--- src/rtl/k423_wb_arbiter_if.sv ---
// Writeback arbiter bus: pipeline entry, long-latency result stream and register-file/retire outputs.
// The slave modport is the arbiter side. The master modport is the producer/consumer side.
interface k423_wb_arbiter_if #(
  parameter int XLEN   = 32,
  parameter int RIDX_W = 5,
  parameter int ADDR_W = 32
);
  logic              pipe_vld_i;
  logic [ADDR_W-1:0] pipe_pc_i;
  logic              pipe_rd_vld_i;
  logic [RIDX_W-1:0] pipe_rd_idx_i;
  logic [XLEN-1:0]   pipe_rd_i;
  logic              pipe_rdy_o;
  logic              lu_vld_i;
  logic [RIDX_W-1:0] lu_rd_idx_i;
  logic [XLEN-1:0]   lu_rd_i;
  logic              lu_rdy_o;
  logic              rf_wr_en_o;
  logic [RIDX_W-1:0] rf_wr_idx_o;
  logic [XLEN-1:0]   rf_wr_data_o;
  logic              wb_retire_o;
  logic [ADDR_W-1:0] wb_pc_o;

  modport slave (
    input  pipe_vld_i, pipe_pc_i, pipe_rd_vld_i, pipe_rd_idx_i, pipe_rd_i,
    input  lu_vld_i, lu_rd_idx_i, lu_rd_i,
    output pipe_rdy_o, lu_rdy_o,
    output rf_wr_en_o, rf_wr_idx_o, rf_wr_data_o, wb_retire_o, wb_pc_o
  );

  modport master (
    output pipe_vld_i, pipe_pc_i, pipe_rd_vld_i, pipe_rd_idx_i, pipe_rd_i,
    output lu_vld_i, lu_rd_idx_i, lu_rd_i,
    input  pipe_rdy_o, lu_rdy_o,
    input  rf_wr_en_o, rf_wr_idx_o, rf_wr_data_o, wb_retire_o, wb_pc_o
  );
endinterface

--- src/rtl/k423_wb_arbiter.sv ---
// Writeback register-file port arbiter: the pipeline has priority, and buffered long-latency results are forced through after MAX_WAIT blocked cycles.
// Optional macro K423_WB_ARB_PERF_EN enables the pipeline stall cycle counter on perf_stall_cnt_o.
module k423_wb_arbiter #(
  parameter int XLEN     = 32,
  parameter int RIDX_W   = 5,
  parameter int ADDR_W   = 32,
  parameter int DEPTH    = 2,
  parameter int MAX_WAIT = 3
) (
  input  logic             clk_i,
  input  logic             rst_i,
  k423_wb_arbiter_if.slave bus,
  output logic [31:0]      perf_stall_cnt_o
);
  localparam int PTR_W = (DEPTH > 1) ? $clog2(DEPTH) : 1;
  localparam int CNT_W = PTR_W + 1;
  localparam int ENT_W = RIDX_W + XLEN;
  localparam logic [3:0]       MAX_WAIT_C = 4'(MAX_WAIT);
  localparam logic [CNT_W-1:0] DEPTH_C    = CNT_W'(DEPTH);

  logic [ENT_W-1:0]  mem_q [DEPTH];
  logic [PTR_W-1:0]  wr_ptr_q, wr_ptr_d, rd_ptr_q, rd_ptr_d;
  logic [CNT_W-1:0]  count_q, count_d;
  logic [3:0]        wait_q, wait_d;
  logic              rf_wr_en_q, rf_wr_en_d;
  logic [RIDX_W-1:0] rf_wr_idx_q, rf_wr_idx_d;
  logic [XLEN-1:0]   rf_wr_data_q, rf_wr_data_d;
  logic              wb_retire_q, wb_retire_d;
  logic [ADDR_W-1:0] wb_pc_q, wb_pc_d;

  logic [ENT_W-1:0]  head_s;
  logic              h_s, w_s, s_s;
  logic              grant_fifo_s, grant_pipe_s;
  logic              pipe_rdy_s, retire_s, lu_rdy_s, push_s, pop_s;

  assign head_s       = mem_q[rd_ptr_q];
  assign h_s          = (count_q != {CNT_W{1'b0}});
  assign w_s          = bus.pipe_vld_i & bus.pipe_rd_vld_i;
  assign s_s          = (wait_q == MAX_WAIT_C);
  assign grant_fifo_s = h_s & (~w_s | s_s);
  assign grant_pipe_s = ~grant_fifo_s & w_s;
  // The pipe stalls only when a starved result takes the port away from a writing entry.
  assign pipe_rdy_s   = ~(h_s & w_s & s_s);
  assign retire_s     = bus.pipe_vld_i & pipe_rdy_s;
  assign lu_rdy_s     = (count_q < DEPTH_C);
  assign push_s       = bus.lu_vld_i & lu_rdy_s;
  assign pop_s        = grant_fifo_s;

  // FIFO pointer and occupancy next state
  always_comb begin
    wr_ptr_d = wr_ptr_q;
    rd_ptr_d = rd_ptr_q;
    count_d  = count_q;
    if (push_s) begin
      wr_ptr_d = wr_ptr_q + PTR_W'(1);
    end else begin
      wr_ptr_d = wr_ptr_q;
    end
    if (pop_s) begin
      rd_ptr_d = rd_ptr_q + PTR_W'(1);
    end else begin
      rd_ptr_d = rd_ptr_q;
    end
    case ({push_s, pop_s})
      2'b10:   count_d = count_q + CNT_W'(1);
      2'b01:   count_d = count_q - CNT_W'(1);
      default: count_d = count_q;
    endcase
  end

  // Starvation counter and registered writeback outputs next state
  always_comb begin
    wait_d       = wait_q;
    rf_wr_en_d   = 1'b0;
    rf_wr_idx_d  = {RIDX_W{1'b0}};
    rf_wr_data_d = {XLEN{1'b0}};
    wb_retire_d  = retire_s;
    wb_pc_d      = {ADDR_W{1'b0}};
    if (grant_fifo_s || !h_s) begin
      wait_d = 4'd0;
    end else if (!s_s) begin
      wait_d = wait_q + 4'd1;
    end else begin
      wait_d = wait_q;
    end
    if (grant_fifo_s) begin
      rf_wr_en_d   = 1'b1;
      rf_wr_idx_d  = head_s[ENT_W-1:XLEN];
      rf_wr_data_d = head_s[XLEN-1:0];
    end else if (grant_pipe_s) begin
      rf_wr_en_d   = 1'b1;
      rf_wr_idx_d  = bus.pipe_rd_idx_i;
      rf_wr_data_d = bus.pipe_rd_i;
    end else begin
      rf_wr_en_d   = 1'b0;
    end
    if (retire_s) begin
      wb_pc_d = bus.pipe_pc_i;
    end else begin
      wb_pc_d = {ADDR_W{1'b0}};
    end
  end

  // FIFO storage; contents are don't-care while the entry is not counted
  always_ff @(posedge clk_i) begin
    if (push_s) begin
      mem_q[wr_ptr_q] <= {bus.lu_rd_idx_i, bus.lu_rd_i};
    end
  end

  // State and output registers
  always_ff @(posedge clk_i) begin
    if (rst_i) begin
      wr_ptr_q     <= {PTR_W{1'b0}};
      rd_ptr_q     <= {PTR_W{1'b0}};
      count_q      <= {CNT_W{1'b0}};
      wait_q       <= 4'd0;
      rf_wr_en_q   <= 1'b0;
      rf_wr_idx_q  <= {RIDX_W{1'b0}};
      rf_wr_data_q <= {XLEN{1'b0}};
      wb_retire_q  <= 1'b0;
      wb_pc_q      <= {ADDR_W{1'b0}};
    end else begin
      wr_ptr_q     <= wr_ptr_d;
      rd_ptr_q     <= rd_ptr_d;
      count_q      <= count_d;
      wait_q       <= wait_d;
      rf_wr_en_q   <= rf_wr_en_d;
      rf_wr_idx_q  <= rf_wr_idx_d;
      rf_wr_data_q <= rf_wr_data_d;
      wb_retire_q  <= wb_retire_d;
      wb_pc_q      <= wb_pc_d;
    end
  end

  assign bus.pipe_rdy_o   = pipe_rdy_s;
  assign bus.lu_rdy_o     = lu_rdy_s;
  assign bus.rf_wr_en_o   = rf_wr_en_q;
  assign bus.rf_wr_idx_o  = rf_wr_idx_q;
  assign bus.rf_wr_data_o = rf_wr_data_q;
  assign bus.wb_retire_o  = wb_retire_q;
  assign bus.wb_pc_o      = wb_pc_q;

`ifdef K423_WB_ARB_PERF_EN
  logic [31:0] perf_q, perf_d;

  assign perf_d = (bus.pipe_vld_i & ~pipe_rdy_s) ? (perf_q + 32'd1) : perf_q;

  // Stall cycle counter, wraps naturally
  always_ff @(posedge clk_i) begin
    if (rst_i) begin
      perf_q <= 32'd0;
    end else begin
      perf_q <= perf_d;
    end
  end

  assign perf_stall_cnt_o = perf_q;
`else
  assign perf_stall_cnt_o = 32'd0;
`endif
endmodule

--- src/flat_wrapper.sv ---
// flat-port wrapper written by rule: the top's interface ports become plain ports
module k423_wb_arbiter_flat 
#(
  parameter int XLEN     = 32,
  parameter int RIDX_W   = 5,
  parameter int ADDR_W   = 32,
  parameter int DEPTH    = 2,
  parameter int MAX_WAIT = 3
)
  (clk_i, rst_i, perf_stall_cnt_o, bus_pipe_vld_i, bus_pipe_pc_i, bus_pipe_rd_vld_i, bus_pipe_rd_idx_i, bus_pipe_rd_i, bus_lu_vld_i, bus_lu_rd_idx_i, bus_lu_rd_i, bus_pipe_rdy_o, bus_lu_rdy_o, bus_rf_wr_en_o, bus_rf_wr_idx_o, bus_rf_wr_data_o, bus_wb_retire_o, bus_wb_pc_o);
  k423_wb_arbiter_if #(.XLEN(XLEN), .RIDX_W(RIDX_W), .ADDR_W(ADDR_W)) bus_i ();
  input  logic clk_i;
  input  logic rst_i;
  output logic [31:0] perf_stall_cnt_o;
  input wire logic [$bits(bus_i.pipe_vld_i)-1:0] bus_pipe_vld_i;
  input wire logic [$bits(bus_i.pipe_pc_i)-1:0] bus_pipe_pc_i;
  input wire logic [$bits(bus_i.pipe_rd_vld_i)-1:0] bus_pipe_rd_vld_i;
  input wire logic [$bits(bus_i.pipe_rd_idx_i)-1:0] bus_pipe_rd_idx_i;
  input wire logic [$bits(bus_i.pipe_rd_i)-1:0] bus_pipe_rd_i;
  input wire logic [$bits(bus_i.lu_vld_i)-1:0] bus_lu_vld_i;
  input wire logic [$bits(bus_i.lu_rd_idx_i)-1:0] bus_lu_rd_idx_i;
  input wire logic [$bits(bus_i.lu_rd_i)-1:0] bus_lu_rd_i;
  output wire logic [$bits(bus_i.pipe_rdy_o)-1:0] bus_pipe_rdy_o;
  output wire logic [$bits(bus_i.lu_rdy_o)-1:0] bus_lu_rdy_o;
  output wire logic [$bits(bus_i.rf_wr_en_o)-1:0] bus_rf_wr_en_o;
  output wire logic [$bits(bus_i.rf_wr_idx_o)-1:0] bus_rf_wr_idx_o;
  output wire logic [$bits(bus_i.rf_wr_data_o)-1:0] bus_rf_wr_data_o;
  output wire logic [$bits(bus_i.wb_retire_o)-1:0] bus_wb_retire_o;
  output wire logic [$bits(bus_i.wb_pc_o)-1:0] bus_wb_pc_o;
  assign bus_i.pipe_vld_i = bus_pipe_vld_i;
  assign bus_i.pipe_pc_i = bus_pipe_pc_i;
  assign bus_i.pipe_rd_vld_i = bus_pipe_rd_vld_i;
  assign bus_i.pipe_rd_idx_i = bus_pipe_rd_idx_i;
  assign bus_i.pipe_rd_i = bus_pipe_rd_i;
  assign bus_i.lu_vld_i = bus_lu_vld_i;
  assign bus_i.lu_rd_idx_i = bus_lu_rd_idx_i;
  assign bus_i.lu_rd_i = bus_lu_rd_i;
  assign bus_pipe_rdy_o = bus_i.pipe_rdy_o;
  assign bus_lu_rdy_o = bus_i.lu_rdy_o;
  assign bus_rf_wr_en_o = bus_i.rf_wr_en_o;
  assign bus_rf_wr_idx_o = bus_i.rf_wr_idx_o;
  assign bus_rf_wr_data_o = bus_i.rf_wr_data_o;
  assign bus_wb_retire_o = bus_i.wb_retire_o;
  assign bus_wb_pc_o = bus_i.wb_pc_o;
  k423_wb_arbiter #(.XLEN(XLEN), .RIDX_W(RIDX_W), .ADDR_W(ADDR_W), .DEPTH(DEPTH), .MAX_WAIT(MAX_WAIT)) u_core (.clk_i(clk_i), .rst_i(rst_i), .bus(bus_i), .perf_stall_cnt_o(perf_stall_cnt_o));
endmodule
--- config.mk ---
export PLATFORM = sky130hd
export DESIGN_NAME = k423_wb_arbiter_flat
export DESIGN_NICKNAME = d
export VERILOG_FILES = /design/src/rtl/k423_wb_arbiter_if.sv /design/src/rtl/k423_wb_arbiter.sv /design/src/flat_wrapper.sv
export SDC_FILE = /design/constraint.sdc
export NUM_CORES = 1
export LEC_CHECK = 0
export ABC_AREA = 1
export BUFFER_PORTS_ARGS = -buffer_cell sky130_fd_sc_hd__buf_2
export CORE_MARGIN = 4
export CORE_UTILIZATION = 45
export DETAILED_ROUTE_END_ITERATION = 8
export PLACE_DENSITY = 0.85
export SYNTH_ARGS = -nofsm -noshare
export SYNTH_HDL_FRONTEND = slang
export SYNTH_SLANG_ARGS = --single-unit
--- constraint.sdc ---
create_clock -name clk_i -period 7.15 [get_ports clk_i]
set_input_delay 1.0725 -clock clk_i [delete_from_list [all_inputs] [get_ports clk_i]]
set_output_delay 1.0725 -clock clk_i [all_outputs]
set_load 0.01 [all_outputs]
# [After elaboration in Yosys (flattened, before gate mapping)]
# Memory sizes are Yosys's and may differ from the RTL's. A register that Yosys moved wholly into a read port is not among the register bits.
# Cells that the tools add are included.
[word_totals] register_bits=79 mem_bits_rw=74 input_bits=111 word_cells=48 n_memories=1
[op_classes] n_addsub=5 magnitude_cmp=1 eq_ne=3 mux=11 bitwise_logic=12 reduce_logical=6
[mem_list] memory="u_core.mem_q" words=2 word_bits=37 read_ports=1 rd_clocked_by_memory_dff=1 wr=1 line_no="k423_wb_arbiter.sv:21" text="logic [ENT_W-1:0] mem_q [DEPTH];"
[op_table] operator="$mux W32" n=2
[op_table] operator="$mux W5" n=2
[op_table] operator="$and A1 B1 Y1" n=7
[op_table] operator="$mux W1" n=6
[op_table] operator="$add A4 B1 Y4 const B" n=1
[op_table] operator="$eq A4 B2 Y1 const B" n=1
[op_table] operator="$not A1 Y1" n=4
[op_table] operator="$pmux W2 S2" n=1
[op_table] operator="$reduce_bool A2 Y1" n=2
[op_table] operator="$reduce_or A2 Y1" n=2
[op_table] operator="$add A1 B1 Y1 const B" n=2
[op_table] operator="$add A2 B1 Y2 const B" n=1
[op_table] operator="$eq A2 B1 Y1 const B" n=1
[op_table] operator="$eq A2 B2 Y1 const B" n=1
[op_table] operator="$lt A2 B2 Y1 const B" n=1
[op_table] operator="$sub A2 B1 Y2 const B" n=1
[op_table] operator="$logic_not A1 Y1" n=1
[op_table] operator="$logic_or A1 B1 Y1" n=1
[op_table] operator="$or A1 B1 Y1" n=1

# [Longest topological paths before layout]
[depth] depth_word=8 depth_mapped=13 mapped_depth_nobuf=12

# [Worst setup path before layout]
# OpenSTA, ideal clock, no wires.
[synth_path] path_type="input port to flip-flop" start="input bus_lu_vld_i" end="memory u_core.mem_q[1][0] (netlist name) (enable)" setup_time_ps=433 t_arrival_ps=2749 required_time_ps=6717 slack_ps=3968 stages=2 n_path_buf=0 cell_sequence="nand2_1 -> nor2_1"
[synth_between] elab_chain_cells=3
[synth_rtl] item="start, declared" line_no="flat_wrapper.sv:20" text="input wire logic [$bits(bus_i.lu_vld_i)-1:0] bus_lu_vld_i;"
[synth_rtl] item="$and A1 B1 Y1" line_no="k423_wb_arbiter.sv:46" text="assign push_s = bus.lu_vld_i & lu_rdy_s;"
[synth_rtl] item="$mux W1" line_no="k423_wb_arbiter.sv:106" text="if (push_s) begin"
[synth_rtl] item="$mux W1 (implied by the code)" line_no="k423_wb_arbiter.sv:107" text="mem_q[wr_ptr_q] <= {bus.lu_rd_idx_i, bus.lu_rd_i};"
[synth_rtl] item="end, declared" line_no="k423_wb_arbiter.sv:21"
# Every way passes these cells.

# [Worst setup path after layout]
[layout_path] start="input bus_pipe_vld_i" end="output bus_pipe_rdy_o"
[layout_between] elab_chain_cells=4
[layout_rtl] item="start, declared" line_no="flat_wrapper.sv:15" text="input wire logic [$bits(bus_i.pipe_vld_i)-1:0] bus_pipe_vld_i;"
[layout_rtl] item="$and A1 B1 Y1" line_no="k423_wb_arbiter.sv:38" text="assign w_s = bus.pipe_vld_i & bus.pipe_rd_vld_i;"
[layout_rtl] item="$and A1 B1 Y1 (2 in series)" line_no="k423_wb_arbiter.sv:43" text="assign pipe_rdy_s = ~(h_s & w_s & s_s);"
[layout_rtl] item="$not A1 Y1" line_no="k423_wb_arbiter.sv:43"
[layout_rtl] item="end, declared" line_no="flat_wrapper.sv:23" text="output wire logic [$bits(bus_i.pipe_rdy_o)-1:0] bus_pipe_rdy_o;"
# Every way passes these cells.

==> flow_summary.ini <==
[outcome]
status = completed

[worst_setup_path]
critPathKind = input port to primary output
critPathArrivalTime_ns = 2.36
cpPeakStageDelay_ns = 0.60
worst_path_max_delay_cell = clkinv_2
critPathCaptureType = primary output
path_cells = buf_2 -> nand2_2 -> clkinv_2 -> nand3_4 -> buf_2
start_kind = input port
r2r_cells = 10
r2r_setup_slack_ns = 4.97
rr_endpoint = u_core.count_q[1]$_SDFFE_PP0P_
r2r_start = u_core.wait_q[0]$_SDFFE_PP0N_
cpMostUsedCell = buf_2
worstPathMaxFanout = 39
crit_required_ns = 6.08

[clock_tree]
root_buffer = clkbuf_16
cts_tree = done
cts_max_level = 4
clk_pin_slew_ns = 0.06
cts.repair.resized = 0
cts_buffers = 17
cts.sinks = 154
cts_buffer_depth = 2
cts_setup_buffers = 0
insertion_delay_ns = 0.41
holdBufCountCts = 0

[timing]
min_period_ns = 3.43
rsz0062_at_grt = false
drv_slew = 0
setup_tns_ns = 0
setup_violations = 0
final_hold_viol_count = 0
fmax_mhz = 291
worst_slew_pin_slew_ns = 1.16
relSlewSlack = 0.224
finalCritPeriodShare = 0.480
finClkSkew_ns = 0.00763

[min_path]
worstHoldStart = u_core.wait_q[0]$_SDFFE_PP0N_
min_path_cells = 1
min_to = u_core.wait_q[0]$_SDFFE_PP0N_
hold_class = register to register

[power]
netSwitchingFraction = 0.288
seqPwrFrac = 0.462
power_density_nw_per_um2 = 334
p_int_w = 0.00178
power.share.combinational = 0.194
total_power_w = 0.00250
power.leakage_nw = 3.39
power.switching_w = 0.000719
ir_drop_mv = 0.202
power_frac_clock = 0.344

[synth]
ys_ff_latch = 154
synthCells = 556
synth.yosys.seq_area_share = 0.627
syn_area_um2 = 6100
synth_ff_type = dfxtp_1
synth_edf_count = 74
synth_warnings = 0
yosysUniqueCellTypes = 29
syn_area_per_cell_um2 = 11.0
async_flop_share = 0

[place]
dpl.hpwl_um = 8530
gp_congestion = 0.716
io_buffers = 183

[die]
initial_core_util = 0.461
num_rows = 42
dieArea_um2 = 15500
io_pins = 216
fp.dieW_um = 124
die_h_um = 124
coreArea_um2 = 13200

[final_layout]
drive_above_1_share = 0.377
area_growth_pct = 22.6
n_antenna_cell = 0
multi_input_area_um2 = 1610
nFillCells = 1143
register_area_um2 = 3820
final_cell_mix = buf_2, dfxtp_1, inv_1, edfxtp_1, nand3_1
mostFrequentLayoutCell = buf_2
fin_nets = 843

[grt]
grtUsageTotal = 0.163
antenna_found_initial = 0
grt_pass1_wl_um = 20100
grt_overflow = 0
grt_max_degree = 75
grt_pass1_vias = 4219

[routing]
vias = 4196
drcViolationCount = 0
drt-met1-wl_um = 4990
wl_met3_um = 878
ant_nets = 0
finalWirelength_um = 12700
avgViaCountPerCell = 4.57
drt_iter0_markers = 174
wl_met2_um = 6550
drtPass1Iterations = 4
top_layer = met4
wl_per_cell_um = 13.8

[job]
maxCapViolCount = 0
-- metrics by stage --
step                instances  hold WS (ns)  area, um2  setup WS (ns)   util
floorplan                 587         0.418       6220           3.97      -
global placement          887         0.433       6900           3.60  0.521
detailed placement        887         0.451       6900           3.47  0.521
CTS                       919         0.461       7480           3.70  0.565
global route              919         0.474       7480           3.61  0.565
finish                    919         0.458       7480           3.72  0.565
-- cell families (layout without fill, tap and decap cells) --
group / Yosys count / in the layout / synth area share
DFF: 154 / 154 / 0.627
buffers and inverters: 142 / 298 / 0.131
xor gates and xnor gates: 2 / 2 / 0.00287
adders and majority gates: 2 / 2 / 0.00410
other: 1 / 32 / 0.000615
AOI/OAI and AO/OA: 79 / 79 / 0.0771
and+or+nand+nor: 176 / 176 / 0.158
-- worst max-delay path by stage --
stage / depth (start not counted) / slack [ns] / endpoint / from
floorplan: 2 / 3.97 / u_core.mem_q[1][0]$_DFFE_PP_ / bus_lu_vld_i
global placement: 11 / 3.60 / u_core.count_q[1]$_SDFFE_PP0P_ / bus_pipe_vld_i
detailed placement: 11 / 3.47 / u_core.count_q[1]$_SDFFE_PP0P_ / bus_pipe_vld_i
CTS: 5 / 3.70 / bus_pipe_rdy_o / bus_pipe_vld_i
global route: 5 / 3.61 / bus_pipe_rdy_o / bus_pipe_vld_i
finish: 5 / 3.72 / bus_pipe_rdy_o / bus_pipe_vld_i
-- synthesized netlist by cell type (9+ instances only) --
| cell | n | area (um2) |
|---|---|---|
| buf_2 | 9 | 45.0 |
| nand2_1 | 45 | 169 |
| nor2_2 | 10 | 62.6 |
| nand3_1 | 56 | 280 |
| dfxtp_1 | 80 | 1600 |
| nand3_2 | 21 | 210 |
| edfxtp_1 | 74 | 2220 |
| nor2_1 | 34 | 128 |
| a21oi_1 | 21 | 105 |
| o21ai_0 | 38 | 190 |
| a21oi_2 | 20 | 175 |
| buf_4 | 37 | 278 |
| inv_1 | 75 | 282 |
-- flip-flops by register name, indices dropped and copies added, names as in the netlist, named ones only --
name and flops:
u_core.mem_q 74, u_core.bus.rf_wr_data_o 32, u_core.bus.wb_pc_o 32, u_core.bus.rf_wr_idx_o 5, u_core.wait_q 4, u_core.count_q 2
u_core.bus.rf_wr_en_o 1, u_core.bus.wb_retire_o 1, u_core.rd_ptr_q 1, u_core.wr_ptr_q 1
-- layout make-up --
class,count,share of cell area
Multi-Input combinational cell,291,0.215
Timing Repair Buffer,186,0.125
Inverter,80,0.0403
Clock buffer,28,0.0749
Clock inverter,4,0.00318
Sequential cell,154,0.511
Tap cell,176,0.0294
-- power by group through the flow --
stage                     registers, W  clock network, W  logic [W]
after floorplan                0.00115                 0   0.000360
after global placement         0.00117                 0   0.000477
after detailed placement       0.00117                 0   0.000493
after CTS                      0.00116          0.000880   0.000495
after global routing           0.00117          0.000911   0.000552
final                          0.00115          0.000859   0.000485
-- critical path: cells and delay by family --
kind / cells / cell delay [ns]
buffers and inverters: 3 / 0.89
and+or+nand+nor: 2 / 0.39
-- layer usage --
| metal | global-route usage | up-vias |
|---|---|---|
| met3 | 0.0476 | 22 |
| met2 | 0.291 | 147 |
| met1 | 0.181 | 1927 |
| met5 | 0 | - |
| met4 | 0.0690 | 0 |
| li1 | - | 2100 |
Power figures use the tool's default switching activity.
